$ cat src/rtl/pipe_pkg.sv
// pipe_pkg: shared definitions for the 32I inter-stage pipeline registers.
// Occupancy state encoding, default bubble control value and per-stage
// bundle widths for IF/ID, ID/EX, EX/MEM and MEM/WB.
package pipe_pkg;

  // Occupancy of a pipeline stage register; the encoding equals the entry count.
  typedef enum logic [1:0] {
    OCC_EMPTY = 2'd0,
    OCC_ONE   = 2'd1,
    OCC_FULL  = 2'd2
  } occ_state_e;

  // Bubble control: no memory access, no register write, no jump.
  localparam logic [15:0] CTRL_NOP_DEFAULT = 16'h0000;

  // Per-stage bundle widths.
  localparam int IFID_CTRL_W  = 16;
  localparam int IFID_DATA_W  = 96;   // pc, pc4, inst
  localparam int IDEX_CTRL_W  = 16;
  localparam int IDEX_DATA_W  = 224;  // pc, pc4, inst, imm, rs1, rs2, rd/misc
  localparam int EXMEM_CTRL_W = 16;
  localparam int EXMEM_DATA_W = 128;  // pc4, alu result, store data, rd/misc
  localparam int MEMWB_CTRL_W = 16;
  localparam int MEMWB_DATA_W = 128;  // pc4, alu result, load data, rd/misc

endpackage

$ cat src/rtl/pipe_slot.sv
// pipe_slot: one storage slot of a pipeline stage register (control + data).
// load captures a new entry; clear_ctrl forces the control field to the
// bubble value while the data field keeps its contents.
module pipe_slot #(
  parameter int                 CTRL_W   = 16,
  parameter int                 DATA_W   = 224,
  parameter logic [CTRL_W-1:0]  CTRL_NOP = {CTRL_W{1'b0}}
) (
  input  logic              clk,
  input  logic              reset,
  input  logic              load,
  input  logic              clear_ctrl,
  input  logic [CTRL_W-1:0] d_ctrl,
  input  logic [DATA_W-1:0] d_data,
  output logic [CTRL_W-1:0] q_ctrl,
  output logic [DATA_W-1:0] q_data
);

  logic [CTRL_W-1:0] ctrl_r;
  logic [DATA_W-1:0] data_r;

  // Slot storage: clearing the control field has priority over loading it.
  always_ff @(posedge clk or negedge reset) begin
    if (!reset) begin
      ctrl_r <= CTRL_NOP;
      data_r <= {DATA_W{1'b0}};
    end else begin
      if (clear_ctrl) begin
        ctrl_r <= CTRL_NOP;
      end else if (load) begin
        ctrl_r <= d_ctrl;
      end
      if (load) begin
        data_r <= d_data;
      end
    end
  end

  assign q_ctrl = ctrl_r;
  assign q_data = data_r;

endmodule

$ cat src/rtl/pipe_stage_reg.sv
// pipe_stage_reg: generic valid/ready inter-stage pipeline register with
// stall, flush (bubble insertion) and an optional two-entry skid buffer.
// Build option: define PIPE_STAGE_SKID_EN for the two-entry skid variant
// with a registered in_ready; otherwise a single slot is used.
module pipe_stage_reg
  import pipe_pkg::*;
#(
  parameter int                CTRL_W   = 16,
  parameter int                DATA_W   = 224,
  parameter logic [CTRL_W-1:0] CTRL_NOP = CTRL_W'(CTRL_NOP_DEFAULT)
) (
  input  logic              clk,
  input  logic              reset,
  input  logic              stall,
  input  logic              flush,
  input  logic              in_valid,
  output logic              in_ready,
  input  logic [CTRL_W-1:0] in_ctrl,
  input  logic [DATA_W-1:0] in_data,
  output logic              out_valid,
  input  logic              out_ready,
  output logic [CTRL_W-1:0] out_ctrl,
  output logic [DATA_W-1:0] out_data,
  output logic [1:0]        occ
);

  occ_state_e        state_r;
  occ_state_e        state_s;
  logic              valid_r;
  logic              space_s;
  logic              accept_s;
  logic              release_s;
  logic              main_load_s;
  logic              main_clear_s;
  logic [CTRL_W-1:0] main_d_ctrl_s;
  logic [DATA_W-1:0] main_d_data_s;

`ifdef PIPE_STAGE_SKID_EN
  logic              ready_r;
  logic              skid_load_s;
  logic              main_sel_skid_s;
  logic [CTRL_W-1:0] skid_ctrl_s;
  logic [DATA_W-1:0] skid_data_s;

  // Space is registered so out_ready never reaches in_ready combinationally.
  assign space_s = ready_r;
`else
  // Single slot: room when empty or when the held entry leaves this cycle.
  assign space_s = !valid_r || out_ready;
`endif

  assign in_ready  = !stall && !flush && space_s;
  assign accept_s  = in_valid && in_ready;
  assign release_s = valid_r && out_ready;

  // Occupancy next-state and slot load control; flush empties from any state.
  always_comb begin
    state_s     = state_r;
    main_load_s = 1'b0;
`ifdef PIPE_STAGE_SKID_EN
    skid_load_s     = 1'b0;
    main_sel_skid_s = 1'b0;
`endif
    if (flush) begin
      state_s = OCC_EMPTY;
    end else begin
      case (state_r)
        OCC_EMPTY: begin
          if (accept_s) begin
            state_s     = OCC_ONE;
            main_load_s = 1'b1;
          end else begin
            state_s = OCC_EMPTY;
          end
        end
        OCC_ONE: begin
          if (accept_s && release_s) begin
            state_s     = OCC_ONE;
            main_load_s = 1'b1;
`ifdef PIPE_STAGE_SKID_EN
          end else if (accept_s) begin
            state_s     = OCC_FULL;
            skid_load_s = 1'b1;
`endif
          end else if (release_s) begin
            state_s = OCC_EMPTY;
          end else begin
            state_s = OCC_ONE;
          end
        end
`ifdef PIPE_STAGE_SKID_EN
        OCC_FULL: begin
          if (release_s) begin
            state_s         = OCC_ONE;
            main_load_s     = 1'b1;
            main_sel_skid_s = 1'b1;
          end else begin
            state_s = OCC_FULL;
          end
        end
`endif
        default: begin
          state_s = OCC_EMPTY;
        end
      endcase
    end
  end

  // Outputs show a bubble control value whenever the stage will be empty.
  assign main_clear_s = (state_s == OCC_EMPTY);

`ifdef PIPE_STAGE_SKID_EN
  assign main_d_ctrl_s = main_sel_skid_s ? skid_ctrl_s : in_ctrl;
  assign main_d_data_s = main_sel_skid_s ? skid_data_s : in_data;
`else
  assign main_d_ctrl_s = in_ctrl;
  assign main_d_data_s = in_data;
`endif

  // Occupancy state and output-valid flops.
  always_ff @(posedge clk or negedge reset) begin
    if (!reset) begin
      state_r <= OCC_EMPTY;
      valid_r <= 1'b0;
    end else begin
      state_r <= state_s;
      valid_r <= (state_s != OCC_EMPTY);
    end
  end

`ifdef PIPE_STAGE_SKID_EN
  // Registered space flag: accept allowed next cycle unless both slots are held.
  always_ff @(posedge clk or negedge reset) begin
    if (!reset) begin
      ready_r <= 1'b1;
    end else begin
      ready_r <= (state_s != OCC_FULL);
    end
  end

  pipe_slot #(
    .CTRL_W   (CTRL_W),
    .DATA_W   (DATA_W),
    .CTRL_NOP (CTRL_NOP)
  ) u_skid (
    .clk        (clk),
    .reset      (reset),
    .load       (skid_load_s),
    .clear_ctrl (flush),
    .d_ctrl     (in_ctrl),
    .d_data     (in_data),
    .q_ctrl     (skid_ctrl_s),
    .q_data     (skid_data_s)
  );
`endif

  pipe_slot #(
    .CTRL_W   (CTRL_W),
    .DATA_W   (DATA_W),
    .CTRL_NOP (CTRL_NOP)
  ) u_main (
    .clk        (clk),
    .reset      (reset),
    .load       (main_load_s),
    .clear_ctrl (main_clear_s),
    .d_ctrl     (main_d_ctrl_s),
    .d_data     (main_d_data_s),
    .q_ctrl     (out_ctrl),
    .q_data     (out_data)
  );

  assign out_valid = valid_r;
  assign occ       = state_r;

endmodule

$ cat config.mk
export PLATFORM = sky130hd
export DESIGN_NAME = pipe_stage_reg
export DESIGN_NICKNAME = d
export VERILOG_FILES = /design/src/rtl/pipe_pkg.sv /design/src/rtl/pipe_slot.sv /design/src/rtl/pipe_stage_reg.sv
export SDC_FILE = /design/constraint.sdc
export NUM_CORES = 1
export LEC_CHECK = 0
export CORE_AREA = 2 2 192 194
export CTS_BUF_LIST = sky130_fd_sc_hd__clkbuf_2
export CTS_CLUSTER_DIAMETER = 120
export CTS_CLUSTER_SIZE = 40
export DETAILED_ROUTE_END_ITERATION = 10
export DIE_AREA = 0 0 194 196
export GPL_TIMING_DRIVEN = 1
export PLACE_DENSITY = 0.65
export SLEW_MARGIN = 15
export SYNTH_ARGS = -nofsm -noshare
export SYNTH_HDL_FRONTEND = slang
export SYNTH_SLANG_ARGS = --single-unit
$ cat constraint.sdc
create_clock -name clk -period 2.2 [get_ports clk]
set_input_delay 0.44 -clock clk [delete_from_list [all_inputs] [get_ports clk]]
set_output_delay 0.44 -clock clk [all_outputs]
set_load 0.005 [all_outputs]
* After elaboration in Yosys (flattened, before gate mapping)
Cells that the tools add are included.
W data, S select, Z words.
** Storage, ports and cells
- Bits of input ports :: 246
- Output and inout bits :: 244
- Bits in registers :: 243
- Logic and storage cells :: 29
** Cells by class
- Reduce and logical (&&, ||, !) cells :: 13
- Eq/ne operators :: 1
- Mux-type cells :: 11
** Operators by type and width (number)
- $mux W16 :: 2
- $mux W1 :: 6
- $logic_and A1 B1 Y1 :: 5
- $logic_not A2 Y1 :: 2
- $pmux W2 S2 :: 1
- $reduce_bool A2 Y1 :: 2
- $logic_not A1 Y1 :: 3
- $eq A2 B1 Y1 const B :: 1
- $mux W2 :: 1
- $pmux W1 S2 :: 1
- $logic_or A1 B1 Y1 :: 1

* Longest topological paths before layout
Gate-level depths: netlist of run 1.
- Depth in word-level cells :: 10
- Gate-level depth with buffers :: 7
- Depth with buffers taken out :: 3

* Hierarchy
Synthesis of run 1 repeated with hierarchy kept, for this count alone.
** Second synthesis, totals
- Cell total of the unflattened synthesis :: 536
- Area, all modules :: 9924.5 sq um
** By module, submodules not included
- pipe_slot :: area each 9825.7 sq um, seq. area each 6005.8 sq um, times used 1, cells an instance 525
- pipe_stage_reg :: area each 98.8 sq um, seq. area each 25.0 sq um, times used 1, cells an instance 11

* Worst setup path after synthesis of run 1
Ideal clock, no wire load.
- Path type :: input to register
- Start :: input out_ready
- End :: register u_main.data_r[100], in the netlist u_main.q_data[100]
- Library setup time :: 0.125 ns
- Path slack :: 0.520 ns
- Arrival :: 1.555 ns
- Stages :: 7
- Buffers on the path :: 4
- Data required time :: 2.075 ns
- Path through :: nand2b_4 > buf_6 > and3b_1 > buf_6 > buf_6 > buf_6 > mux2_4
** On the way
- Cells in the longest elaborated chain, start to end :: 7
- Elaborated cells on any way between the ends :: 9
- Classes of those cells :: mux: 4; reduce/logical: 5
** RTL lines
- start, declared :: line pipe_stage_reg.sv:21 : input logic out_ready,
- $logic_or A1 B1 Y1 :: line pipe_stage_reg.sv:49 : assign space_s = !valid_r || out_ready;
- $logic_and A1 B1 Y1 :: line pipe_stage_reg.sv:52 : assign in_ready = !stall && !flush && space_s;
- $logic_and A1 B1 Y1 :: line pipe_stage_reg.sv:53 : assign accept_s = in_valid && in_ready;
- $logic_and A1 B1 Y1 :: line pipe_stage_reg.sv:77 : if (accept_s && release_s) begin
- $mux W1 :: line pipe_stage_reg.sv:77
- $pmux W1 S2 * :: line pipe_stage_reg.sv:67 : case (state_r)
- $mux W1 * :: line pipe_stage_reg.sv:64 : if (flush) begin
- end signal, assigned :: line pipe_slot.sv:26 : data_r <= {DATA_W{1'b0}};
- end signal, assigned :: line pipe_slot.sv:34 : data_r <= d_data;
- end, declared :: line pipe_slot.sv:20 : logic [DATA_W-1:0] data_r;
Every way passes the cells marked *; elsewhere a longest branch is shown, timed or not.
A chain may end at the register's enable or synchronous reset.

* Worst setup path in the final report of run 1
- Start :: register valid_r, in the netlist out_valid
- End :: output in_ready
** On the way
- Cells in the longest elaborated chain, start to end :: 3
** RTL lines
- start, declared :: line pipe_stage_reg.sv:29 : logic valid_r;
- start signal, assigned :: line pipe_stage_reg.sv:127 : valid_r <= (state_s != OCC_EMPTY);
- $logic_not A1 Y1 :: line pipe_stage_reg.sv:49
- $logic_or A1 B1 Y1 :: line pipe_stage_reg.sv:49
- $logic_and A1 B1 Y1 :: line pipe_stage_reg.sv:52
- end, declared :: line pipe_stage_reg.sv:17 : output logic in_ready,
Every way passes these cells.

==> results_tabular.tex, run 1 <==
\begin{tabular}{lr}
\hline
Metric & Value \\
\hline
\multicolumn{2}{l}{\textbf{Floorplanning}} \\
Vertical die dimension & roughly 200 um \\
Site row count & 70 \\
Floorplan die width & around 190 um \\
DIE AREA & 0.03802 mm2 \\
Io pins & around 500 \\
Core ar. & roughly 0.036 mm2 \\
Effective utilization at floorplan & 0.2729 \\
\multicolumn{2}{l}{\textbf{Worst setup path}} \\
Top delay family on crit path & flip-flops \\
Buf/Inv on CP & 2 \\
Critical path required time & 1.76 ns \\
Slowest cell on crit path & sky130\_fd\_sc\_hd\_\_dfrtp\_1 \\
Cell chain of the critical path & buf\_6, nand2b\_4, nor3b\_4, buf\_2 \\
Kind of capture point of the worst setup path & output pin \\
Slowest cell delay on critical path & 0.51 ns \\
Startpoint types & register \\
CP Data Arrival Time & just under 2 ns \\
Worst Setup Path Type & reg2out \\
Maximum fanout along the worst path & 2 \\
\multicolumn{2}{l}{\textbf{Clock network}} \\
Clock-pin slew reported for the worst setup and hold paths after clock tree synthesis & 0.58 ns \\
Largest buffer count on any clock path & 3 \\
H-tree depth & 1 \\
Root Buffer Master & sky130\_fd\_sc\_hd\_\_clkbuf\_2 \\
Clock tree from TritonCTS & done \\
Total clock buffers created by CTS & 10 \\
Worst skew pair latency & 1.00 ns \\
Total clock sinks & 241 \\
\multicolumn{2}{l}{\textbf{Power and ir drop}} \\
Power density of the placed cells & 656.2 mW/mm2 \\
Leakage Power & 8.254 nW \\
Maximum ir drop on the vdd rail & approximately 0.47 mV \\
\multicolumn{2}{l}{\textbf{Global routing}} \\
Global Route Usage Sum & 0.1575 \\
First-pass GRT wire length & 48170 um \\
Vias in the first global route & 8242 \\
Global route overflow & 0 \\
Initial antenna violation count & 2 \\
Maximum number of pins on one net before global-route repair & 52 \\
\multicolumn{2}{l}{\textbf{STA}} \\
Number of endpoints with negative hold slack in the final report & 0 \\
Minimum clock period & 2.377 ns \\
Max Fclk & 0.4207 GHz \\
Slew at the pin closest to its max-slew limit & around 0.71 ns \\
Final number of setup-violating endpoints & 1 \\
Clock Skews & 0.09060 ns \\
Final count of pins violating max slew & 0 \\
RSZ-0062 raised after global routing & true \\
Relative slew slack & 0.5243 \\
Min setup slack post-route & -0.1773 ns \\
TNS Setup & -0.1773 ns \\
Ratio of final minimum period to clock period & 1.081 \\
\multicolumn{2}{l}{\textbf{Synthesis}} \\
Mean post-synth cell area & 18.33 um2 \\
Predominant post-synthesis flop cell & sky130\_fd\_sc\_hd\_\_dfrtp\_1 \\
Post-synthesis sequential element count & 241 \\
Post-synthesis sequential area ratio & 0.6125 \\
Cell variety after synth & 14 \\
Area of the mapped netlist & 0.009846 mm2 \\
Number of flops mapped to enable cells by yosys & 0 \\
Gate count of the mapped netlist & 537 \\
Yosys synthesis warning count & 0 \\
Net count of the mapped netlist & approximately 780 \\
Synth async-reset ratio & 1.000 \\
\multicolumn{2}{l}{\textbf{Run}} \\
Count of max-cap constraint violations & 0 \\
\multicolumn{2}{l}{\textbf{Drt}} \\
Detailed-router iteration count before antenna repair & 4 \\
Routed WL per cell & 17.04 um \\
Number of nets still failing antenna checks after routing & 0 \\
Post-route DRC & 0 \\
First DRT Iteration DRCs & 190 \\
Via count & 7609 \\
Routed Wire Length & 31330 um \\
Number of vias per cell after detailed routing & 4.140 \\
\multicolumn{2}{l}{\textbf{Place}} \\
Placed wire-length estimate & between 20000 and 25000 um \\
Count of placed standard cells including taps & roughly 1500 \\
Weighted congestion at the end of routability-driven global placement & 0.7808 \\
Buffers on Ports & 488 \\
\multicolumn{2}{l}{\textbf{Finish}} \\
Area Overhead vs Synth & 77.25\% \\
Net count of the finished layout & between 1500 and 2000 \\
Number of standard cells in the final layout excluding fillers & about 1800 \\
Ratio of cells with drive above 1 in the final layout & 0.4470 \\
\multicolumn{2}{l}{\textbf{Min path}} \\
Min-Delay Path Class & in2reg \\
\multicolumn{2}{l}{\textbf{Outcome}} \\
Failing checks & negative setup slack \\
Outcome & complete, but fails checks \\
\hline
\end{tabular}
## synthesized netlist by cell type (2+ instances only)
cell type / number / area, um2
sky130_fd_sc_hd__a21o_1: 16 / 120.1
sky130_fd_sc_hd__buf_2: 6 / 30.03
sky130_fd_sc_hd__buf_4: 2 / 15.01
sky130_fd_sc_hd__buf_6: 23 / 259.0
sky130_fd_sc_hd__clkbuf_1: 2 / 7.510
sky130_fd_sc_hd__dfrtp_1: 241 / 6031
sky130_fd_sc_hd__mux2_2: 40 / 450.4
sky130_fd_sc_hd__mux2_4: 184 / 2763
sky130_fd_sc_hd__nor2b_1: 2 / 12.51
sky130_fd_sc_hd__nor3b_1: 17 / 127.6
## flip-flops by register name, indices dropped and copies added (netlist names)
register	flops
out_valid	1
u_main.q_ctrl	16
u_main.q_data	224
## cell families after synthesis
kind of cell	Yosys count	synth area share
compound gates	16	0.01220
buf+inv	33	0.03164
flops	241	0.6125
mux	224	0.3263
other cells	1	0.0003809
simple gates	22	0.01690
## area by class of cell
cell class	instances	area (um2)
clock buffer	11	55.05
sequential	241	6031
tap	468	585.6
clock inverter	4	78.83
multi-input combinational	263	3518
timing repair buffer	850	7181
antenna	1	2.502
fill	3146	18630
## layer usage
metal	global-route usage	routed length, um
met1	0.1958	12990
met2	0.2794	15710
met3	0.03507	1962
met4	0.03479	663
met5	0	7
## worst paths after layout
path | start | end | slack, ns | cells past startpoint
hold reg to reg | u_main.q_data[21]$_DFFE_PN0P_ | u_main.q_data[21]$_DFFE_PN0P_ | 0.58 | 1
max in group asynchronous | reset | u_main.q_data[120]$_DFFE_PN0P_ | 1.26 | 4
setup / recovery | out_valid$_DFF_PN0_ | in_ready | -0.18 | 4
setup reg to reg | out_valid$_DFF_PN0_ | u_main.q_data[89]$_DFFE_PN0P_ | 0.35 | 7
min in group asynchronous | reset | u_main.q_data[203]$_DFFE_PN0P_ | 0.56 | 4
hold / removal | in_data[148] | u_main.q_data[148]$_DFFE_PN0P_ | 0.13 | 2
## report_power, final
part / switching (mW) / internal, mW / leakage (nW)
Sequential: 0.490 / 5.31 / 2.89
Clock: 1.40 / 0.309 / 0.0774
Combinational: 1.26 / 2.69 / 5.29
## what timing repair did
action	in CTS	in global routing
hold buffers	217	20
gates resized for setup	874	57
endpoints found under the setup margin	243	211
endpoints found under the hold margin	455	20
buffers inserted	53	30
## placed cells by master (no fill, tap or decap), drive strengths merged
cell type,n
inv,1
dlygate4sd3,236
and3b,1
dfrtp,241
clkinvlp,1
buf,319
clkdlybuf4s50,244
nor2,1
nand2b,1
diode,1
clkinv,1
conb,1
nor3b,17
mux2,224
nor2b,2
bufinv,1
clkbuf,62
a21o,16
## stage by stage
stage                     setup slack, ns  total power [mW]  hold slack, ns  area [um2]    util
after detailed placement         -0.03289             9.817          0.4429       15470  0.4286
after global placement          -0.002929             9.774          0.4353       15470  0.4286
after CTS                         -0.2236             11.44       0.0003118       17260  0.4783
after floorplan                    0.5201             7.160          0.1444        9846       -
after global routing              -0.3314             12.07        0.008323       17450  0.4836
final                             -0.1773             11.45          0.1262       17450  0.4836
Power figures use the tool's default switching activity.
==> inputs of run 2 (changes only) <==
Settings changed: SLEW_MARGIN 15 to 30.
==> results of run 2 <==
Final layout, timing and power as in run 1 (identical DEF).
==> inputs of run 3 (changes only) <==
--- a/config.mk
+++ b/config.mk
@@ -7,3 +7,5 @@
 export LEC_CHECK = 0
-export CORE_AREA = 2 2 192 194
+export CORE_ASPECT_RATIO = 0.8
+export CORE_MARGIN = 2
+export CORE_UTILIZATION = 30
 export CTS_BUF_LIST = sky130_fd_sc_hd__clkbuf_2
@@ -12,5 +14,5 @@
 export DETAILED_ROUTE_END_ITERATION = 10
-export DIE_AREA = 0 0 194 196
 export GPL_TIMING_DRIVEN = 1
-export PLACE_DENSITY = 0.65
+export HOLD_SLACK_MARGIN = 0.08
+export PLACE_DENSITY = 0.7
 export SLEW_MARGIN = 30
==> constraint.sdc (replaced) <==
create_clock -name clk -period 2.2 [get_ports clk]
set_input_delay 0.33 -clock clk [delete_from_list [all_inputs] [get_ports clk]]
set_output_delay 0.33 -clock clk [all_outputs]
set_load 0.005 [all_outputs]
==> results_tabular.tex, run 3 (synthesized netlist as in run 1, its figures left out) <==
\begin{tabular}{lr}
\hline
Metric & Value \\
\hline
\multicolumn{2}{l}{\textbf{Power and ir drop}} \\
Switching share of total power & 0.2766 (was 0.2745) \\
Leakage Power & 8.431 nW (was 8.254 nW) \\
Fraction of power consumed by combinational cells & 0.372 (was 0.345) \\
Power share of the sequential group & 0.494 (was 0.506) \\
Clock power frac & 0.134 (was 0.149) \\
Power density of the placed cells & 645.0 mW/mm2 (was 656.2 mW/mm2) \\
Net load switching power & 3.252 mW (was 3.144 mW) \\
Total power draw & 11.76 mW (was 11.45 mW) \\
Maximum ir drop on the vdd rail & 0.5015 mV (was 0.4747 mV) \\
Internal Power & 8.505 mW (was 8.307 mW) \\
\multicolumn{2}{l}{\textbf{Drt}} \\
Via count & 7873 (was 7609) \\
Number of nets still failing antenna checks after routing & 0 (unchanged) \\
Routed WL per cell & 18.74 um (was 17.04 um) \\
First DRT Iteration DRCs & 250 (was 190) \\
Number of vias per cell after detailed routing & 4.328 (was 4.140) \\
Routed Wire Length & 34090 um (was 31330 um) \\
Detailed-router iteration count before antenna repair & 4 (unchanged) \\
Post-route DRC & 0 (unchanged) \\
\multicolumn{2}{l}{\textbf{STA}} \\
Number of endpoints with negative hold slack in the final report & 0 (unchanged) \\
Slew at the pin closest to its max-slew limit & 0.7059 ns (was 0.7136 ns) \\
Max Fclk & 0.4470 GHz (was 0.4207 GHz) \\
Final number of setup-violating endpoints & 1 (unchanged) \\
RSZ-0062 raised after global routing & true (unchanged) \\
TNS Setup & -0.03706 ns (was -0.1773 ns) \\
Final count of pins violating max slew & 0 (unchanged) \\
Relative slew slack & 0.5294 (was 0.5243) \\
Min setup slack post-route & -0.03706 ns (was -0.1773 ns) \\
Clock Skews & 0.1174 ns (was 0.09060 ns) \\
Ratio of final minimum period to clock period & 1.017 (was 1.081) \\
Minimum clock period & 2.237 ns (was 2.377 ns) \\
\multicolumn{2}{l}{\textbf{Clock network}} \\
Total clock buffers created by CTS & 10 (unchanged) \\
Clock tree from TritonCTS & done (unchanged) \\
Worst skew pair latency & 0.92 ns (was 1.00 ns) \\
Root Buffer Master & sky130\_fd\_sc\_hd\_\_clkbuf\_2 (unchanged) \\
Total clock sinks & 241 (unchanged) \\
Largest buffer count on any clock path & 3 (unchanged) \\
H-tree depth & 1 (unchanged) \\
Clock-pin slew reported for the worst setup and hold paths after clock tree synthesis & 0.69 ns (was 0.58 ns) \\
\multicolumn{2}{l}{\textbf{Outcome}} \\
Failing checks & negative setup slack (unchanged) \\
Outcome & complete, but fails checks (unchanged) \\
\multicolumn{2}{l}{\textbf{Place}} \\
Buffers on Ports & 488 (unchanged) \\
Weighted congestion at the end of routability-driven global placement & 0.7718 (was 0.7808) \\
Placed wire-length estimate & 21200 um (was 21490 um) \\
\multicolumn{2}{l}{\textbf{Min path}} \\
Min-Delay Path Class & in2reg (unchanged) \\
\multicolumn{2}{l}{\textbf{Global routing}} \\
First-pass GRT wire length & 50100 um (was 48170 um) \\
Global Route Usage Sum & 0.1854 (was 0.1575) \\
Maximum number of pins on one net before global-route repair & 62 (was 52) \\
Vias in the first global route & 8670 (was 8242) \\
Global route overflow & 0 (unchanged) \\
Initial antenna violation count & 0 (was 2) \\
\multicolumn{2}{l}{\textbf{Finish}} \\
Fillers & 2470 (was 3146) \\
Ratio of cells with drive above 1 in the final layout & 0.3470 (was 0.4470) \\
Most frequent standard cell in the layout excluding fill and tap cells & sky130\_fd\_sc\_hd\_\_dlygate4sd3\_1 (was sky130\_fd\_sc\_hd\_\_clkdlybuf4s50\_1) \\
Multi-input gate area in the final layout & 0.003518 mm2 (unchanged) \\
Sequential cell area in the final layout & 0.006032 mm2 (was 0.006031 mm2) \\
Net count of the finished layout & 1636 (was 1612) \\
Area Overhead vs Synth & 85.13\% (was 77.25\%) \\
Commonest non-fill, non-tap cells in the layout & sky130\_fd\_sc\_hd\_\_dlygate4sd3\_1, sky130\_fd\_sc\_hd\_\_clkdlybuf4s50\_1, sky130\_fd\_sc\_hd\_\_dfrtp\_1 (was sky130\_fd\_sc\_hd\_\_clkdlybuf4s50\_1, sky130\_fd\_sc\_hd\_\_dfrtp\_1, sky130\_fd\_sc\_hd\_\_dlygate4sd3\_1) \\
Total inserted antenna cells & 0 (was 1) \\
Number of flip-flops under the largest register name & 224 (unchanged) \\
\multicolumn{2}{l}{\textbf{Worst setup path}} \\
Maximum fanout along the worst path & 3 (was 2) \\
CP Data Arrival Time & 1.91 ns (was 1.94 ns) \\
Kind of capture point of the worst setup path & output pin (unchanged) \\
Worst Setup Path Type & reg2out (unchanged) \\
Critical path required time & 1.87 ns (was 1.76 ns) \\
Startpoint types & register (unchanged) \\
\multicolumn{2}{l}{\textbf{Floorplanning}} \\
Site row count & 59 (was 70) \\
DIE AREA & 0.03429 mm2 (was 0.03802 mm2) \\
Core ar. & 0.03241 mm2 (was 0.03608 mm2) \\
Effective utilization at floorplan & 0.3038 (was 0.2729) \\
Floorplan die width & 206.5 um (was 194 um) \\
Vertical die dimension & 166.0 um (was 196 um) \\
Io pins & 490 (unchanged) \\
\multicolumn{2}{l}{\textbf{Run}} \\
Count of max-cap constraint violations & 0 (unchanged) \\
\hline
\end{tabular}
[run 3: cell types whose count changed in the layout (fill, tap and decap cells not counted), sizes merged, moves of 9 or more]
cell / before / now
buf: 319 / 155
clkbuf: 62 / 97
clkdlybuf4s15: 0 / 121
dlygate4sd2: 0 / 23
dlygate4sd3: 236 / 245
[run 3: what timing repair did]
item / CTS / global route
buffers inserted: 57 / 49
endpoints found under the hold margin: 482 / 0
hold buffers: 246 / 0
resized for setup: 336 / 245
endpoints found under the setup margin: 243 / 214
[run 3: worst paths after layout]
| path | from | end | slack (ns) | depth (start not counted) |
|---|---|---|---|---|
| max in group asynchronous | reset | u_main.q_data[223]$_DFFE_PN0P_ | 1.04 | 5 |
| min in group asynchronous | reset | u_main.q_data[205]$_DFFE_PN0P_ | 0.44 | 4 |
| min reg2reg | u_main.q_data[2]$_DFFE_PN0P_ | u_main.q_data[2]$_DFFE_PN0P_ | 0.56 | 1 |
| min | out_ready | u_main.q_ctrl[14]$_DFFE_PN0P_ | 0.30 | 5 |
| max | out_valid$_DFF_PN0_ | in_ready | -0.04 | 3 |
| max reg2reg | out_valid$_DFF_PN0_ | u_main.q_data[11]$_DFFE_PN0P_ | 0.30 | 6 |
[run 3: final cells by class]
class	instances	share of cell area
timing repair buffer	874	0.4410
sequential	241	0.3309
multi-input combinational	263	0.1930
tap	427	0.02931
clock buffer	11	0.003020
clock inverter	3	0.002746
[run 3: routing by layer]
| metal | vias to the layer above | wire length [um] | global-route usage |
|---|---|---|---|
| met2 | 317 | 17220 | 0.3346 |
| met1 | 3944 | 13310 | 0.2192 |
| met5 | - | 0 | 0 |
| li1 | 3564 | - | - |
| met3 | 48 | 2793 | 0.05082 |
| met4 | 0 | 765 | 0.03696 |
[run 3: power by group through the flow]
stage / Combinational, mW / Clock (mW) / Sequential [mW]
floorplan: 1.29 / 0 / 5.87
global placement: 3.91 / 0 / 5.82
detailed placement: 3.96 / 0 / 5.83
CTS: 4.11 / 1.68 / 5.75
global route: 4.63 / 1.81 / 5.91
finish: 4.37 / 1.58 / 5.81
[run 3: stage by stage]
step           area (um2)  utilization  hold WS [ns]  worst slack (ns)  instances
2_1_floorplan        9846            -       0.03441            0.5826        537
3_3_place_gp        15340       0.4734        0.3128           0.06821       1453
3_5_place_dp        15340       0.4734        0.3097           0.07206       1453
4_1_cts             18120       0.5592        0.1174           -0.1733       1770
5_1_grt             18230       0.5624        0.1621           -0.2494       1819
6_report            18230       0.5624        0.2981          -0.03706       1819
[run 3: critical path, cell delays in order (launching register included)]
cell	delay (ns)
sky130_fd_sc_hd__dfrtp_2	0.57
sky130_fd_sc_hd__nand2b_4	0.09
sky130_fd_sc_hd__nor3b_4	0.18
sky130_fd_sc_hd__buf_2	0.15
==> patch (config.mk and constraints of run 3) <==
Build with the macro `PIPE_STAGE_SKID_EN` defined.
--- a/src/rtl/pipe_stage_reg.sv
+++ b/src/rtl/pipe_stage_reg.sv
@@ -3,4 +3,6 @@
 // Build option: define PIPE_STAGE_SKID_EN for the two-entry skid variant
 // with a registered in_ready; otherwise a single slot is used.
+`define PIPE_STAGE_SKID_EN
+
 module pipe_stage_reg
   import pipe_pkg::*;
Behaviour: not the same (Yosys sat finds a counterexample within 4 cycles, from zero or initial values and one cycle with reset low).
==> patch against run 3 <==
The run still ends with negative setup slack left; global-route usage increased by 2.3 points; cell area rose by 90%; power up 81%; area after synthesis up 110%; critical path depth decreased by 1; routed wire length is 150% higher; cell count rose by 120%; sequential cell count increased by 243; worst setup slack worse by 0.35 ns; first-iteration DRC count rose to 6.8 times the old value; critical path type unchanged; largest power group unchanged.
==> patch: results (changes against run 3) <==
Status
  • Result of the run: finished with violations
  • Violated checks: negative setup slack

Critical path
  • Crit-path max FO: 2 (-1)
  • Flop2flop setup slack: -0.36 ns (-0.66 ns)
  • RR Startpoint: ready_r
  • RR Endpoint: u_main.q_data[34]
  • R2R depth: 14 (+8)

STA
  • Rel. slew slack: 0.489 (-0.0399)
  • Setup ws final: -0.391 ns (-0.354 ns)
  • Setup Skew: 0.207 ns (+0.0893 ns)
  • Final setup fails: 661 (+660)

Place
  • Area after DPL: 27,300 µm² (+78%)
  • Final GP Congestion: 0.856 (+11%)
  • Port bufs: 489 (+0.20%)
  • Dpl hpwl: 46.5 mm (+120%)

Synthesis
  • Synth top area cells: dfrtp_1 (60%), mux2_2 (12%), nand2_1 (9.0%), a31oi_1 (6.9%), a21oi_1 (5.9%)
  • Sequential element share of the synthesized area: 0.597 (-0.0156)
  • Netlist cell types: 25 (+11)
  • Synth async-reset ratio: 1.00 (unchanged)
  • Yosys warnings: 0 (unchanged)
  • Post-Syn Nets: 2,125 (+170%)
  • Synth cell count leaders: nand2_1 (484), dfrtp_1 (483), a21oi_1 (241), a31oi_1 (224), mux2_2 (224)

Global route
  • Grt ovf: 0 (unchanged)
  • GRT Total Usage: 0.208 (+0.0227)
  • Antenna violations before repair: 9 (+9)
  • First-pass GRT wire length: 116 mm (+130%)
  • Largest net degree at the start of global routing: 62 (unchanged)

Finish
  • Final-stage net count: 3,254 (+99%)
  • Fillers: 5,361 (+120%)
  • Fraction of layout cells with a size suffix above 1: 0.293 (-0.0543)

Drt
  • Pre-antenna DRT Iters: 7 (+3)
  • Drt initial violations: 1,704 (+580%)
  • Avg WL per Cell: 21.5 µm (+14%)
  • Vias: 20,616 (+160%)

Power
  • Worst VDD drop: 0.412 mV (-18%)
  • Net switching fraction of the power: 0.312 (+0.0354)
  • Leakage: 0.0155 µW (+84%)

CTS
  • Worst-Skew Late Latency: 1.25 ns (+0.33 ns)
  • Inserted Clock Buffers: 16 (+6)
  • Worst-path clk slew: 0.74 ns (+0.05 ns)

Worst hold path
  • Hold path endpoint: u_main.q_data[151]
  • Hold depth: 4 (-1)
  • Worst hold path startpoint: in_data[151]
## patch: worst max-delay path by stage
stage / startpoint / end / slack (ns) / cells past startpoint
final: ready_r / in_ready / -0.39 / 2
after global routing: ready_r / in_ready / -0.61 / 2
after CTS: ready_r / in_ready / -0.62 / 2
after detailed placement: stall / u_skid.q_data[17] / -0.42 / 9
after global placement: stall / u_skid.q_data[23] / -0.37 / 9
after floorplan: flush / u_skid.q_data[108] / 0.02 / 9
## patch: repair_timing
item	4_1_cts	5_1_grt
gates resized for setup	1092	222
pin swaps	7	7
hold buffers	431	21
setup buffers	99	61
hold endpoints to repair	967	21
gates cloned	14	29
setup endpoints to repair	471	713
## patch: cells by family after synthesis
| group | count (synthesis) | share of synthesized area |
|---|---|---|
| buffers and inverters | 170 | 0.0389 |
| muxes | 224 | 0.124 |
| adders and majority gates | 2 | 0.00123 |
| DFF | 484 | 0.597 |
| AOI/OAI and AO/OA | 501 | 0.144 |
| and+or+nand+nor | 496 | 0.0944 |
## patch: worst max-delay path: stages (launching register included)
cell	delay [ns]
dfstp_2	0.70
nor3b_4	0.22
buf_2	0.15
## patch: routing by layer
| layer | vias to the layer above | GRT usage | share of wire |
|---|---|---|---|
| met5 | - | 0 | 0.00069 |
| met4 | 8 | 0.0912 | 0.055 |
| met3 | 313 | 0.0370 | 0.072 |
| met2 | 1040 | 0.348 | 0.48 |
| met1 | 10410 | 0.264 | 0.39 |
| li1 | 8845 | - | - |
## patch: power groups by stage
stage	registers [µW]	logic [µW]	clock network, µW
2_1_floorplan	11500	1700	0
3_3_place_gp	11600	5310	0
3_5_place_dp	11600	5470	0
4_1_cts	11500	5740	3150
5_1_grt	11800	6970	3460
6_report	11600	6540	3100
## patch: per-stage QoR
step / setup slack (ns) / std cells / TNS, ns / utilization / hold WS (ns)
2_1_floorplan: 0.0211 / 1877 / 0 / - / 0.0344
3_3_place_gp: -0.369 / 3250 / -127.24 / 0.407 / 0.354
3_5_place_dp: -0.425 / 3250 / -141.68 / 0.407 / 0.364
4_1_cts: -0.618 / 3819 / -67.26 / 0.482 / 0.0806
5_1_grt: -0.610 / 3932 / -207.04 / 0.515 / 0.0839
6_report: -0.391 / 3932 / -104.91 / 0.515 / 0.176
## patch: area by class of cell
| class | count | area (µm²) | share of cell area |
|---|---|---|---|
| antenna | 6 | 15.0 | 0.000434 |
| clock buffer | 23 | 115 | 0.00333 |
| clock inverter | 2 | 41.3 | 0.00119 |
| inverter | 6 | 25.0 | 0.000724 |
| multi-input combinational | 1223 | 8180 | 0.237 |
| sequential | 484 | 12100 | 0.350 |
| tap | 913 | 1140 | 0.0330 |
| timing repair buffer | 1275 | 12900 | 0.374 |
